<file path="src/rtl/uart_pkg.sv">
// UART shared definitions: receiver FSM encoding, default frame
// geometry, and the oversampling ratio shared with tx and baud gen.
package uart_pkg;

    localparam logic [1:0] IDLE  = 2'b00;
    localparam logic [1:0] START = 2'b01;
    localparam logic [1:0] DATA  = 2'b10;
    localparam logic [1:0] STOP  = 2'b11;

    localparam int OVERSAMPLE  = 16;
    localparam int DBIT_DEF    = 8;
    localparam int SB_TICK_DEF = 16;

    function automatic int cnt_width(input int n, input int min_w);
        return ($clog2(n) > min_w) ? $clog2(n) : min_w;
    endfunction

endpackage

</file>
<file path="src/rtl/uart_rx_sync.sv">
// Two-flop synchronizer for asynchronous inputs; resets to all-ones
// so an idle-high serial line does not look like a start bit.
module uart_rx_sync
    import uart_pkg::*;
#(
    parameter int WIDTH = 1
) (
    input  logic             clk,
    input  logic             reset,
    input  logic [WIDTH-1:0] d,
    output logic [WIDTH-1:0] q
);

    logic [WIDTH-1:0] meta_d, meta_q;
    logic [WIDTH-1:0] sync_d, sync_q;

    always_comb begin
        meta_d = d;
        sync_d = meta_q;
    end

    always_ff @(posedge clk) begin
        if (reset) begin
            meta_q <= '1;
            sync_q <= '1;
        end else begin
            meta_q <= meta_d;
            sync_q <= sync_d;
        end
    end

    assign q = sync_q;

endmodule

</file>
<file path="src/rtl/uart_rx.sv">
// UART receiver: 16x oversampled, LSB-first, no parity. Emits a
// one-clk write strobe per good byte and a one-clk framing error pulse.
module uart_rx
    import uart_pkg::*;
#(
    parameter int DBIT    = DBIT_DEF,
    parameter int SB_TICK = SB_TICK_DEF
) (
    input  logic            clk,
    input  logic            reset,
    input  logic            rx,
    input  logic            s_tick,
    output logic            rx_done_tick,
    output logic [DBIT-1:0] dout,
    output logic            frame_err
);

    localparam int SW = cnt_width(SB_TICK, 4);
    localparam int NW = cnt_width(DBIT, 1);

    localparam logic [SW-1:0] S_MID  = SW'(OVERSAMPLE / 2 - 1);
    localparam logic [SW-1:0] S_LAST = SW'(OVERSAMPLE - 1);
    localparam logic [SW-1:0] S_STOP = SW'(SB_TICK - 1);
    localparam logic [NW-1:0] N_LAST = NW'(DBIT - 1);

    logic            rx_sync;
    logic [1:0]      state_d, state_q;
    logic [SW-1:0]   s_d, s_q;
    logic [NW-1:0]   n_d, n_q;
    logic [DBIT-1:0] b_d, b_q;
    logic [DBIT-1:0] dout_d, dout_q;
    logic            done_d, done_q;
    logic            ferr_d, ferr_q;

    uart_rx_sync #(.WIDTH(1)) u_sync (
        .clk   (clk),
        .reset (reset),
        .d     (rx),
        .q     (rx_sync)
    );

    always_comb begin
        state_d = state_q;
        s_d     = s_q;
        n_d     = n_q;
        b_d     = b_q;
        dout_d  = dout_q;
        done_d  = 1'b0;
        ferr_d  = 1'b0;
        unique case (state_q)
            IDLE: begin
                if (!rx_sync) begin
                    state_d = START;
                    s_d     = '0;
                end
            end
            START: begin
                if (s_tick) begin
                    if (s_q == S_MID) begin
                        // still low at mid start bit: real frame, else glitch
                        if (!rx_sync) begin
                            state_d = DATA;
                            s_d     = '0;
                            n_d     = '0;
                        end else begin
                            state_d = IDLE;
                        end
                    end else begin
                        s_d = s_q + SW'(1);
                    end
                end
            end
            DATA: begin
                if (s_tick) begin
                    if (s_q == S_LAST) begin
                        s_d = '0;
                        b_d = {rx_sync, b_q[DBIT-1:1]};
                        if (n_q == N_LAST) begin
                            state_d = STOP;
                        end else begin
                            n_d = n_q + NW'(1);
                        end
                    end else begin
                        s_d = s_q + SW'(1);
                    end
                end
            end
            STOP: begin
                if (s_tick) begin
                    if (s_q == S_STOP) begin
                        state_d = IDLE;
                        if (rx_sync) begin
                            dout_d = b_q;
                            done_d = 1'b1;
                        end else begin
                            ferr_d = 1'b1;
                        end
                    end else begin
                        s_d = s_q + SW'(1);
                    end
                end
            end
            default: state_d = IDLE;
        endcase
    end

    always_ff @(posedge clk) begin
        if (reset) begin
            state_q <= IDLE;
            s_q     <= '0;
            n_q     <= '0;
            b_q     <= '0;
            dout_q  <= '0;
            done_q  <= 1'b0;
            ferr_q  <= 1'b0;
        end else begin
            state_q <= state_d;
            s_q     <= s_d;
            n_q     <= n_d;
            b_q     <= b_d;
            dout_q  <= dout_d;
            done_q  <= done_d;
            ferr_q  <= ferr_d;
        end
    end

    assign rx_done_tick = done_q;
    assign dout         = dout_q;
    assign frame_err    = ferr_q;

endmodule

</file>
<file path="config.mk">
export PLATFORM = sky130hd
export DESIGN_NAME = uart_rx
export DESIGN_NICKNAME = d
export VERILOG_FILES = /design/src/rtl/uart_pkg.sv /design/src/rtl/uart_rx_sync.sv /design/src/rtl/uart_rx.sv
export SDC_FILE = /design/constraint.sdc
export NUM_CORES = 1
export LEC_CHECK = 0
export BUFFER_PORTS_ARGS = -buffer_cell sky130_fd_sc_hd__buf_2
export CORE_UTILIZATION = 40
export CTS_CLUSTER_SIZE = 20
export DETAILED_ROUTE_END_ITERATION = 10
export SYNTH_ARGS = -nofsm -noshare
export SYNTH_HDL_FRONTEND = slang
export SYNTH_SLANG_ARGS = --single-unit
</file>
<file path="constraint.sdc">
create_clock -name clk -period 1.85 [get_ports clk]
set_input_delay 0.185 -clock clk [delete_from_list [all_inputs] [get_ports clk]]
set_output_delay 0.185 -clock clk [all_outputs]
set_load 0.01 [all_outputs]
</file>
==> flow_summary.json <==
{
  "synth.most_common_cell": "dfxtp_1",
  "slew_viol_final": 0,
  "coreArea_um2": 2877,
  "numCtsBuffers": 5,
  "fin_nets": 162,
  "swShare_pct": 25.41,
  "slew-limit-headroom_pct": 67.77,
  "htree_levels": 2,
  "grtUsageTotal_pct": 15.66,
  "p_int_uw": 787.8,
  "syn-instance-count": 141,
  "rsz0062_at_grt": "no",
  "synth_ff_type": "dfxtp_1",
  "layout-drive-gt1-share_pct": 20.51,
  "post-route-period-util_pct": 94.00,
  "cp_slowest_cell": "dfxtp_1",
  "power_switching_uw": 268.4,
  "power.share.clock_pct": 35.8,
  "synth.cell_area_um2": 1257,
  "max_stage_delay_ns": 0.40,
  "avgSynthCellArea_um2": 8.918,
  "ctsHoldBuffers": 0,
  "hold_viol": 0,
  "path_class": "reg -> reg",
  "grt_pass1_wl_um": 3974,
  "post-place-ws_ns": 0.08762,
  "cts.clk_slew.worst_paths_ns": 0.10,
  "hold_path_class": "in -> reg",
  "drt_iter0_markers": 47,
  "antenna_found_initial": 0,
  "ys_warn_count": 0,
  "ys_top_cells_by_area": "dfxtp_1 46%, mux2i_1 7.2%, nand2_1 6.3%, a21oi_1 4.4%, nor2_1 3.3%",
  "end_kind": "flop",
  "ys_types": 33,
  "yosys.area_share.adder_pct": 2.985,
  "fmax_mhz": 575.0,
  "use_met1_pct": 19.61,
  "status": "finished, violations left",
  "dieArea_um2": 3372,
  "synth_xor_area_share_pct": 0,
  "synth_edf_count": 0,
  "grt.busiest_layer": "met2",
  "setup_ws_ns": 0.1110,
  "drt-total-wl_um": 2350,
  "cts_tree": "yes",
  "ios": 14,
  "irDropWorstVdd_mv": 0.4675,
  "async_flop_share_pct": 0,
  "met3_usage_pct": 4.018,
  "yosysSeqAreaShare_pct": 46.17,
  "n_antenna_cell": 0,
  "syn-num-nets": 148,
  "max_cap_violations": 0,
  "vias_per_cell": 5.177,
  "tns_ns": 0,
  "die_h_um": 58.07,
  "pwr-share-seq_pct": 60.4,
  "cp.required_ns": 2.07,
  "cts_root_buf": "clkbuf_4",
  "wl_per_cell_um": 11.87,
  "clk_latency_ns": 0.33,
  "crit_arrival_ns": 1.96,
  "synth-simple-area-share_pct": 21.79,
  "syn_to_final_growth_pct": 12.14,
  "setup_viol": 0,
  "drtAntennaViolNets": 0,
  "netlist.top_cell.by_area": "dfxtp_1",
  "via_count": 1025,
  "overflow": 0,
  "fin_area_um2": 1410,
  "drc": 2,
  "leakagePower_uw": 0.0006169,
  "clock_sinks": 29,
  "worst_setup_path_start_kind": "flop",
  "grt_max_degree": 28,
  "grt_pass1_vias": 923,
  "die_width_um": 58.07,
  "hpwlAfterDp_um": 1576,
  "fin_crit_ns": 1.739,
  "met2_usage_pct": 24.79,
  "place.gp.congestion": 0.7583,
  "start_util_pct": 43.71,
  "synthMuxAreaShare_pct": 7.164,
  "worstMarginPinSlew_ns": 0.4834,
  "synth_compound_area_share_pct": 16.02,
  "power_density_nw_per_um2": 749.0,
  "synth_top_family_by_area": "simple AND/OR/NAND/NOR gates",
  "synth_top_area_share_pct": 46.17,
  "critPathMaxFanout": 8,
  "fp-row-count": 19,
  "clockBufferDepth": 2,
  "cts_resized": 0,
  "synth-seq-cells": 29,
  "violations": "DRC",
  "cts_setup_buffers": 0,
  "io_buffers": 13,
  "firstDrtPassIters": 7,
  "finClkSkew_ns": 0.007308,
  "combPwrFrac_pct": 3.8,
  "dpl_cell_area_um2": 1354,
  "crit_chain": "ha_1 -> and3_2 -> nand3b_4 -> o32a_1 -> a32o_1",
  "synth_common_cells": "29 x dfxtp_1, 21 x nand2_1, 11 x a21oi_1, 11 x nor2_1, 9 x mux2i_1"
}
-- power by group through the flow --
stage	clock network, µW	logic [µW]	registers (µW)
finish	378	39.8	638
detailed placement	0	39.8	652
global route	417	44.7	640
global placement	0	39.6	652
floorplan	0	34.7	646
CTS	390	39.9	638
-- kinds of logic (layout without fill, tap and decap cells) --
family,Yosys count,after routing
flops,29,29
simple gates,56,56
mux,9,9
buf+inv,15,30
compound gates,29,29
fa+ha+maj,3,3
-- final cells by class --
type | instances | area (µm²)
clock buffer | 5 | 37.54
clock inverter | 3 | 17.52
fill | 278 | 1466
inverter | 4 | 15.01
multi-input combinational | 97 | 604.3
sequential | 29 | 580.6
tap | 42 | 52.55
timing repair buffer | 18 | 102.6
-- layout by cell type, fill, tap and decap left out --
cell type | Yosys | final
dfxtp_1 | 29 | 29
nand2_1 | 21 | 21
buf_2 | 5 | 13
a21oi_1 | 11 | 11
nor2_1 | 11 | 11
mux2i_1 | 9 | 9
clkbuf_4 | 0 | 5
buf_4 | 1 | 5
nor2b_1 | 4 | 4
nand3_1 | 4 | 4
nor3_1 | 4 | 4
inv_1 | 4 | 4
a221oi_1 | 3 | 3
ha_1 | 3 | 3
and3_1 | 3 | 2
nand2b_1 | 2 | 2
o21ai_0 | 2 | 2
a32o_1 | 2 | 2
nand4_1 | 2 | 2
o32ai_1 | 2 | 2
or2_2 | 2 | 2
a31o_2 | 2 | 2
clkinv_2 | 0 | 2
o221ai_1 | 1 | 1
and2_1 | 1 | 1
o31ai_1 | 1 | 1
a31oi_1 | 1 | 1
and3_2 | 0 | 1
nand3b_4 | 1 | 1
o32a_1 | 1 | 1
nor4_1 | 1 | 1
o21a_1 | 1 | 1
o2111ai_1 | 1 | 1
o22ai_1 | 1 | 1
clkinvlp_4 | 0 | 1
-- worst max-delay path, delay by kind of cell, from the launching register on --
| family | cells | cell delay [ns] |
|---|---|---|
| adders and majority gates | 1 | 0.25 |
| DFF | 1 | 0.40 |
| AOI/OAI and AO/OA | 2 | 0.60 |
| and+or+nand+nor | 2 | 0.39 |
-- sequential cells by signal (all words and copies together), names as in the netlist, named ones only --
name / cells
state_q: 1
s_q: 4
u_sync.q: 1
u_sync.meta_q: 1
b_q: 8
n_q: 3
dout: 8
rx_done_tick: 1
frame_err: 1
-- metrics by stage --
step	hold slack (ns)	util (%)	total power, µW	instances
detailed placement	0.3780	47.06	692.2	190
global placement	0.3708	47.06	692.0	190
global route	0.03081	49.02	1101	198
floorplan	0.2888	-	681.0	141
CTS	0.03946	48.98	1068	198
finish	0.03951	49.02	1056	198
-- worst paths after layout --
| kind | start | to | slack, ns | depth (start not counted) |
|---|---|---|---|---|
| min | rx | u_sync.meta_q | 0.04 | 2 |
| min reg2reg | u_sync.meta_q | u_sync.q | 0.42 | 1 |
| max | s_q[1] | n_q[1] | 0.11 | 5 |
| max reg2reg | s_q[1] | n_q[1] | 0.11 | 5 |
-- per-layer routing --
layer	routed length (µm)	up-vias
met5	0	-
met4	24	0
met3	83	4
met2	1055	19
met1	1187	475
li1	-	527
Power figures use the tool's default switching activity.
